<file path="src/rtl/epb_pkg.sv">
// Shared definitions for the Wishbone-to-EPB master bridge: FSM encoding, bus widths and the
// default response timeout.
package epb_pkg;

  typedef enum logic [1:0] {
    StIdle    = 2'd0,
    StActive  = 2'd1,
    StRecover = 2'd2
  } epb_state_e;

  localparam int unsigned EPB_ADDR_W      = 25;
  localparam int unsigned EPB_DATA_W      = 32;
  localparam int unsigned DEFAULT_TIMEOUT = 1024;

endpackage

</file>
<file path="src/rtl/epb_timeout_ctr.sv">
// Cycle counter for the EPB wait: cleared when a request is accepted, counts while the
// transaction is active, and flags the last permitted cycle.
module epb_timeout_ctr #(
  parameter int unsigned TIMEOUT = 1024
) (
  input  logic clk,
  input  logic rst,
  input  logic clear,
  input  logic enable,
  output logic expired
);

  localparam int unsigned CntW = $clog2(TIMEOUT);
  localparam logic [CntW-1:0] CntLast = CntW'(TIMEOUT - 1);

  logic [CntW-1:0] cnt_q;

  // No saturation here: the FSM always leaves ACTIVE on the expiring cycle.
  always_ff @(posedge clk or posedge rst) begin
    if (rst) begin
      cnt_q <= '0;
    end else if (clear) begin
      cnt_q <= '0;
    end else if (enable) begin
      cnt_q <= cnt_q + 1'b1;
    end
  end

  assign expired = (cnt_q == CntLast);

endmodule

</file>
<file path="src/rtl/wb_epb_master.sv">
// Wishbone slave that turns each single Wishbone cycle into one EPB master transaction,
// ending it on epb_rdy or with a Wishbone error after a bounded wait.
module wb_epb_master
  import epb_pkg::*;
#(
  parameter int unsigned TIMEOUT = DEFAULT_TIMEOUT
) (
  input  logic                  wb_clk_i,
  input  logic                  wb_rst_i,
  input  logic                  wb_cyc_i,
  input  logic                  wb_stb_i,
  input  logic                  wb_we_i,
  input  logic [3:0]            wb_sel_i,
  input  logic [31:0]           wb_adr_i,
  input  logic [31:0]           wb_dat_i,
  output logic [31:0]           wb_dat_o,
  output logic                  wb_ack_o,
  output logic                  wb_err_o,
  output logic                  epb_cs_n,
  output logic                  epb_oe_n,
  output logic                  epb_r_w_n,
  output logic [3:0]            epb_be_n,
  output logic [5:29]           epb_addr,
  output logic [0:31]           epb_data_o,
  output logic                  epb_data_oe_n,
  input  logic [0:31]           epb_data_i,
  input  logic                  epb_rdy
);

  epb_state_e state_q, state_d;

  logic                  cs_n_d, oe_n_d, r_w_n_d, data_oe_n_d;
  logic [3:0]            be_n_d;
  logic [EPB_ADDR_W-1:0] addr_d;
  logic [EPB_DATA_W-1:0] dout_d, rdat_d;
  logic                  ack_d, err_d;
  logic                  ctr_clear, ctr_en, expired;

  // Only the word address within the EPB window is forwarded.
  logic unused_adr;
  assign unused_adr = ^{wb_adr_i[31:27], wb_adr_i[1:0]};

  epb_timeout_ctr #(
    .TIMEOUT(TIMEOUT)
  ) u_timeout_ctr (
    .clk    (wb_clk_i),
    .rst    (wb_rst_i),
    .clear  (ctr_clear),
    .enable (ctr_en),
    .expired(expired)
  );

  always_comb begin
    state_d     = state_q;
    cs_n_d      = epb_cs_n;
    oe_n_d      = epb_oe_n;
    r_w_n_d     = epb_r_w_n;
    data_oe_n_d = epb_data_oe_n;
    be_n_d      = epb_be_n;
    addr_d      = epb_addr;
    dout_d      = epb_data_o;
    rdat_d      = wb_dat_o;
    ack_d       = 1'b0;
    err_d       = 1'b0;
    ctr_clear   = 1'b0;
    ctr_en      = 1'b0;

    unique case (state_q)
      StIdle: begin
        if (wb_cyc_i && wb_stb_i) begin
          addr_d      = wb_adr_i[26:2];
          be_n_d      = ~wb_sel_i;
          r_w_n_d     = ~wb_we_i;
          dout_d      = wb_dat_i;
          cs_n_d      = 1'b0;
          oe_n_d      = wb_we_i;
          data_oe_n_d = ~wb_we_i;
          ctr_clear   = 1'b1;
          state_d     = StActive;
        end
      end
      StActive: begin
        ctr_en = 1'b1;
        // epb_rdy takes priority over a simultaneous expiry.
        if (epb_rdy) begin
          if (epb_r_w_n) rdat_d = epb_data_i;
          ack_d       = wb_cyc_i;
          cs_n_d      = 1'b1;
          oe_n_d      = 1'b1;
          data_oe_n_d = 1'b1;
          state_d     = StRecover;
        end else if (expired) begin
          err_d       = wb_cyc_i;
          cs_n_d      = 1'b1;
          oe_n_d      = 1'b1;
          data_oe_n_d = 1'b1;
          state_d     = StRecover;
        end
      end
      StRecover: state_d = StIdle;
      default:   state_d = StIdle;
    endcase
  end

  always_ff @(posedge wb_clk_i or posedge wb_rst_i) begin
    if (wb_rst_i) begin
      state_q       <= StIdle;
      epb_cs_n      <= 1'b1;
      epb_oe_n      <= 1'b1;
      epb_r_w_n     <= 1'b1;
      epb_data_oe_n <= 1'b1;
      epb_be_n      <= 4'hF;
      epb_addr      <= '0;
      epb_data_o    <= '0;
      wb_dat_o      <= '0;
      wb_ack_o      <= 1'b0;
      wb_err_o      <= 1'b0;
    end else begin
      state_q       <= state_d;
      epb_cs_n      <= cs_n_d;
      epb_oe_n      <= oe_n_d;
      epb_r_w_n     <= r_w_n_d;
      epb_data_oe_n <= data_oe_n_d;
      epb_be_n      <= be_n_d;
      epb_addr      <= addr_d;
      epb_data_o    <= dout_d;
      wb_dat_o      <= rdat_d;
      wb_ack_o      <= ack_d;
      wb_err_o      <= err_d;
    end
  end

endmodule

</file>
<file path="config.mk">
export PLATFORM = sky130hd
export DESIGN_NAME = wb_epb_master
export DESIGN_NICKNAME = d
export VERILOG_FILES = /design/src/rtl/epb_pkg.sv /design/src/rtl/epb_timeout_ctr.sv /design/src/rtl/wb_epb_master.sv
export SDC_FILE = /design/constraint.sdc
export NUM_CORES = 1
export LEC_CHECK = 0
export BUFFER_PORTS_ARGS = -buffer_cell sky130_fd_sc_hd__buf_2
export CORE_MARGIN = 1.5
export CORE_UTILIZATION = 42
export CTS_CLUSTER_SIZE = 40
export DETAILED_ROUTE_END_ITERATION = 12
export PLACE_DENSITY = 0.74
export SYNTH_ARGS = -nofsm -noshare
export SYNTH_HDL_FRONTEND = slang
export SYNTH_SLANG_ARGS = --single-unit
</file>
<file path="constraint.sdc">
create_clock -name wb_clk_i -period 3.5 [get_ports wb_clk_i]
set_input_delay 0.35 -clock wb_clk_i [delete_from_list [all_inputs] [get_ports wb_clk_i]]
set_output_delay 0.35 -clock wb_clk_i [all_outputs]
set_load 0.1 [all_outputs]
</file>
# After elaboration in Yosys (flattened, before gate mapping)
# Index checks and enable logic that the tools add are counted.
[classes] n_bitwise=2 reduce_logical=8 mux=22 n_addsub=1 eq_ne=4
[op_table] operator="2-to-1 mux 10 bit" n=2
[op_table] operator="2-to-1 mux 1 bit" n=13
[op_table] operator="adder 10 x 1 -> 10 bit (second input constant)" n=1
[op_table] operator="== test 10 bit (second input constant)" n=1
[op_table] operator="2-to-1 mux 2 bit" n=3
[op_table] operator="case mux 1 bit (2 select lines)" n=3
[op_table] operator="AND reduction 3 bit" n=2
[op_table] operator="inverter 4 bit" n=1
[op_table] operator="case mux 2 bit (2 select lines)" n=1
[op_table] operator="AND reduction 2 bit" n=2
[op_table] operator="nonzero test 2 bit" n=2
[op_table] operator="inequality test 3 bit (second input constant)" n=1
[op_table] operator="== test 2 x 1 -> 1 bit (second input constant)" n=1
[op_table] operator="logical NOT 2 bit" n=1
[op_table] operator="inequality test 2 bit (second input constant)" n=1
[op_table] operator="logical AND 1 bit" n=1
[op_table] operator="inverter 1 bit" n=1
[word_totals] reg_bits=111 word_cells=49 output_inout_bits=99 inputBits=106

# Depth between registers and ports, before layout
[logic_depth] depth_word=4 ltp_mapped=6 ltp_nobuf=4

# By module
# Synthesis repeated with hierarchy kept, for this count alone.
[unflattened] hier_cells=400 hier_area_um2=4466.8
[by_module_without_submodules] module="wb_epb_master" seq_area_each_um2=2537.4 area_per_inst_um2=3947.5 instances=1 cells_each=348
[by_module_without_submodules] module="epb_timeout_ctr" seq_area_each_um2=250.2 area_per_inst_um2=519.2 instances=1 cells_each=52

# Least setup slack after synthesis
# Ideal clock, no wire load.
[synth_timing] kind="register -> register" startpoint="register epb_r_w_n" endpoint="register wb_dat_o[0]" stages_incl_launch_ff=4 synth_period_minus_slack_ns=1.639 t_arrival_ns=1.514 setup_ns=0.125 path_slack_ns=1.861 required_time_ns=3.375 n_path_buf=1 cell_sequence="dfstp_2 > nand3_4 > buf_6 > mux2_4"
[synth_between] elab_chain_cells=1
[synth_rtl] item="from (decl)" line_no="wb_epb_master.sv:21" rtl="output logic epb_r_w_n,"
[synth_rtl] item="from (signal assigned)" line_no="wb_epb_master.sv:122" rtl="epb_r_w_n <= r_w_n_d;"
[synth_rtl] item="AND reduction 3 bit (no source line)"
[synth_rtl] item="to (signal assigned)" line_no="wb_epb_master.sv:127" rtl="wb_dat_o <= rdat_d;"
[synth_rtl] item="to (decl)" line_no="wb_epb_master.sv:16" rtl="output logic [31:0] wb_dat_o,"
# Every way passes these cells.
# A chain may end at the register's enable or synchronous reset.

# Worst setup path after layout
[layout_timing] startpoint="register state_q[1]" endpoint="register wb_dat_o[4]"
[layout_between] elab_chain_cells=2
[layout_rtl] item="from (decl)" line_no="wb_epb_master.sv:30" rtl="epb_state_e state_q, state_d;"
[layout_rtl] item="from (signal assigned)" line_no="wb_epb_master.sv:107" rtl="state_q <= StIdle;"
[layout_rtl] item="from (signal assigned)" line_no="wb_epb_master.sv:119" rtl="state_q <= state_d;"
[layout_rtl] item="== test 2 x 1 -> 1 bit" line_no="wb_epb_master.sv:68" rtl="unique case (state_q)"
[layout_rtl] item="AND reduction 3 bit (no source line)"
# Every way passes these cells.

==> flow_metrics.env <==
export IMPL_timing_fmax_mhz=444
export IMPL_period_needed_ps=2250
export IMPL_dieHeight_um=107
export IMPL_wl_met2_mm=4.89
export IMPL_synthTopCellsByArea="dfrtp_1, nand2_1, mux2_4"
export IMPL_avgSynthCellArea_sq_um=11.0
export IMPL_syn2layout_area_growth_pct=28.2
export IMPL_crit_type="flip-flop to flip-flop"
export IMPL_syn_inst=411
export IMPL_crit_start="state_q[1]$_DFFE_PP0P_"
export IMPL_numCtsBuffers=9
export IMPL_synthDominantAreaCellType="dfrtp_1"
export IMPL_hold_path_class="primary input to async pin"
export IMPL_critPathBufInv=0
export IMPL_grt_overflow_total=0
export IMPL_drt_iter0_markers=198
export IMPL_drc=0
export IMPL_startpoint_type="flip-flop"
export IMPL_design_area_sq_um=5800
export IMPL_path_cells="and2b_1 -> nand3_4 -> mux2_4"
export IMPL_end_kind="flip-flop"
export IMPL_clk_latency_ps=350
export IMPL_die_w_um=107
export IMPL_path_clk_slew_ps=110
export IMPL_hold_viol_final=0
export IMPL_final_antenna_net_count=0
export IMPL_worstReg2RegStart="state_q[1]$_DFFE_PP0P_"
export IMPL_fin_cells=742
export IMPL_core_sq_um=10400
export IMPL_yosysMostFrequentCell="nand2_1"
export IMPL_n_antenna_cell=0
export IMPL_status="complete, no violations"
export IMPL_syn_area_sq_um=4520
export IMPL_layout_nets=708
export IMPL_tightestPinTransition_ps=668
export IMPL_n_fill_cell=925
export IMPL_initial_core_util=0.436
export IMPL_num_rows=37
export IMPL_drt_wl_total_mm=10.5
export IMPL_worstPathArrival_ps=2490
export IMPL_dr_max_layer_used="met4"
export IMPL_wl_met3_um=880
export IMPL_first_pass_iters=4
export IMPL_place_congestion=0.771
export IMPL_ys_flop_type="dfrtp_1"
export IMPL_portBuffers=197
export IMPL_grt_pass1_wl_mm=16.9
export IMPL_antenna_found_initial=0
export IMPL_htreeDepth=3
export IMPL_rr_worst_depth=3
export IMPL_r2r_end="wb_dat_o[4]$_DFFE_PP0P_"
export IMPL_hold_ws_ps=72.4
export IMPL_multi_input_area_sq_um=1610
export IMPL_rrSetupSlack_ps=1250
export IMPL_ys_seq_area_frac=0.616
export IMPL_grt_pass1_vias=3450
export IMPL_synth_seq_cells=111
export IMPL_netlist_cell_type_count=37
export IMPL_finClkSkew_ps=11.4
export IMPL_setup_viol=0
export IMPL_die_area_sq_um=11400
export IMPL_cts_resized=0
export IMPL_synth_top_cell_area_share=0.570
export IMPL_seqCellArea_sq_um=2790
export IMPL_relSlewSlack=0.555
export IMPL_rsz0062_at_grt="no"
export IMPL_synth_commonest_cells="nand2_1, dfrtp_1, mux2_4"
export IMPL_cp_data_required_time_ps=3730
export IMPL_finalCritPeriodShare=0.644
export IMPL_place_inst=726
export IMPL_hold_buffers=0
export IMPL_dp_hpwl_mm=7.69
export IMPL_drive_gt1_frac=0.431
export IMPL_synth_nets=518
export IMPL_wl_met1_mm=4.61
export IMPL_async_flop_share=1.00
export IMPL_fin_tns_setup_ps=0
export IMPL_yosysWarnings=0
export IMPL_grt_max_degree=60
export IMPL_grt_usage=0.186
export IMPL_slew_violations=0
export IMPL_cts_tree="done"
export IMPL_cap_violations=0
export IMPL_max_stage_delay_ps=570
export IMPL_wl_per_cell_um=14.2
export IMPL_ios=205
export IMPL_clkSinkCount=111
export IMPL_via_per_inst=4.81
export IMPL_slowest_stage="and2b_1"
export IMPL_dpl_cell_area_sq_um=5610
export IMPL_post_cts_setup_buffers=0
export IMPL_clock_path_buffers=2
export IMPL_path_max_fanout=32
export IMPL_synth_edf_count=0
export IMPL_clockRootBuffer="clkbuf_8"
export IMPL_vias=3567
export IMPL_cp_top_family="simple AND/OR/NAND/NOR gates"
state kept, by name (all words and copies together), names as in the netlist:
register	count
epb_addr	25
epb_be_n	4
epb_cs_n	1
epb_data_o	32
epb_data_oe_n	1
epb_oe_n	1
epb_r_w_n	1
state_q	2
u_timeout_ctr.cnt_q	10
wb_ack_o	1
wb_dat_o	32
wb_err_o	1
per-layer routing:
layer | global-route usage | up-vias
met4 | 0.0571 | 0
met2 | 0.301 | 152
met1 | 0.244 | 1684
met5 | 0 | -
li1 | - | 1717
met3 | 0.0511 | 14
cell families (layout without fill, tap and decap cells):
kind of cell    Yosys count  in the layout  share of synthesized area
compound gates           28             28                     0.0407
mux                      37             37                      0.116
fa+ha+maj                 1              1                    0.00277
buf+inv                  26            221                     0.0318
flops                   111            111                      0.616
simple gates            208            208                      0.193
layout make-up:
| class | count | share of cell area |
|---|---|---|
| sequential | 111 | 0.481 |
| multi-input combinational | 274 | 0.277 |
| timing repair buffer | 200 | 0.176 |
| tap | 136 | 0.0293 |
| clock buffer | 11 | 0.0261 |
| clock inverter | 5 | 0.00712 |
| inverter | 5 | 0.00367 |
worst reg2reg max path, delay by kind of cell (launching register included):
family | cells | cell delay [ps]
multiplexers | 1 | 520
AND/OR/NAND/NOR | 2 | 1150
flip-flops | 1 | 470
through the flow:
stage / utilization / setup WS [ps]
after floorplan: - / 233
after global placement: 0.541 / 1340
after detailed placement: 0.541 / 1290
after CTS: 0.559 / 1270
after global routing: 0.559 / 1160
final: 0.559 / 1250
placed cells by master (no fill, tap or decap), types with 2 or more instances in the layout:
cell type,count
o31ai_1,2
clkbuf_8,11
a21o_1,3
o21ai_0,8
clkinv_4,2
mux2_2,3
nor3_1,2
a21oi_1,3
dfstp_2,8
nand2_1,185
and3_1,4
a31oi_1,2
buf_4,2
and4_1,2
buf_2,197
inv_1,4
mux2_4,30
a221oi_1,2
mux2i_1,4
o22ai_1,2
nand4b_1,2
dfrtp_1,103
nand3_1,5
how the worst max path moves through the flow:
stage	to	cells after the start
after floorplan	epb_addr[10]$_DFFE_PP0P_	1
after global placement	wb_dat_o[17]$_DFFE_PP0P_	3
after detailed placement	wb_dat_o[21]$_DFFE_PP0P_	3
after CTS	wb_dat_o[4]$_DFFE_PP0P_	3
after global routing	wb_dat_o[6]$_DFFE_PP0P_	3
final	wb_dat_o[4]$_DFFE_PP0P_	3
Power is not shown: default switching activity piles up to over one toggle a cycle in this logic, so the estimate is an artifact.
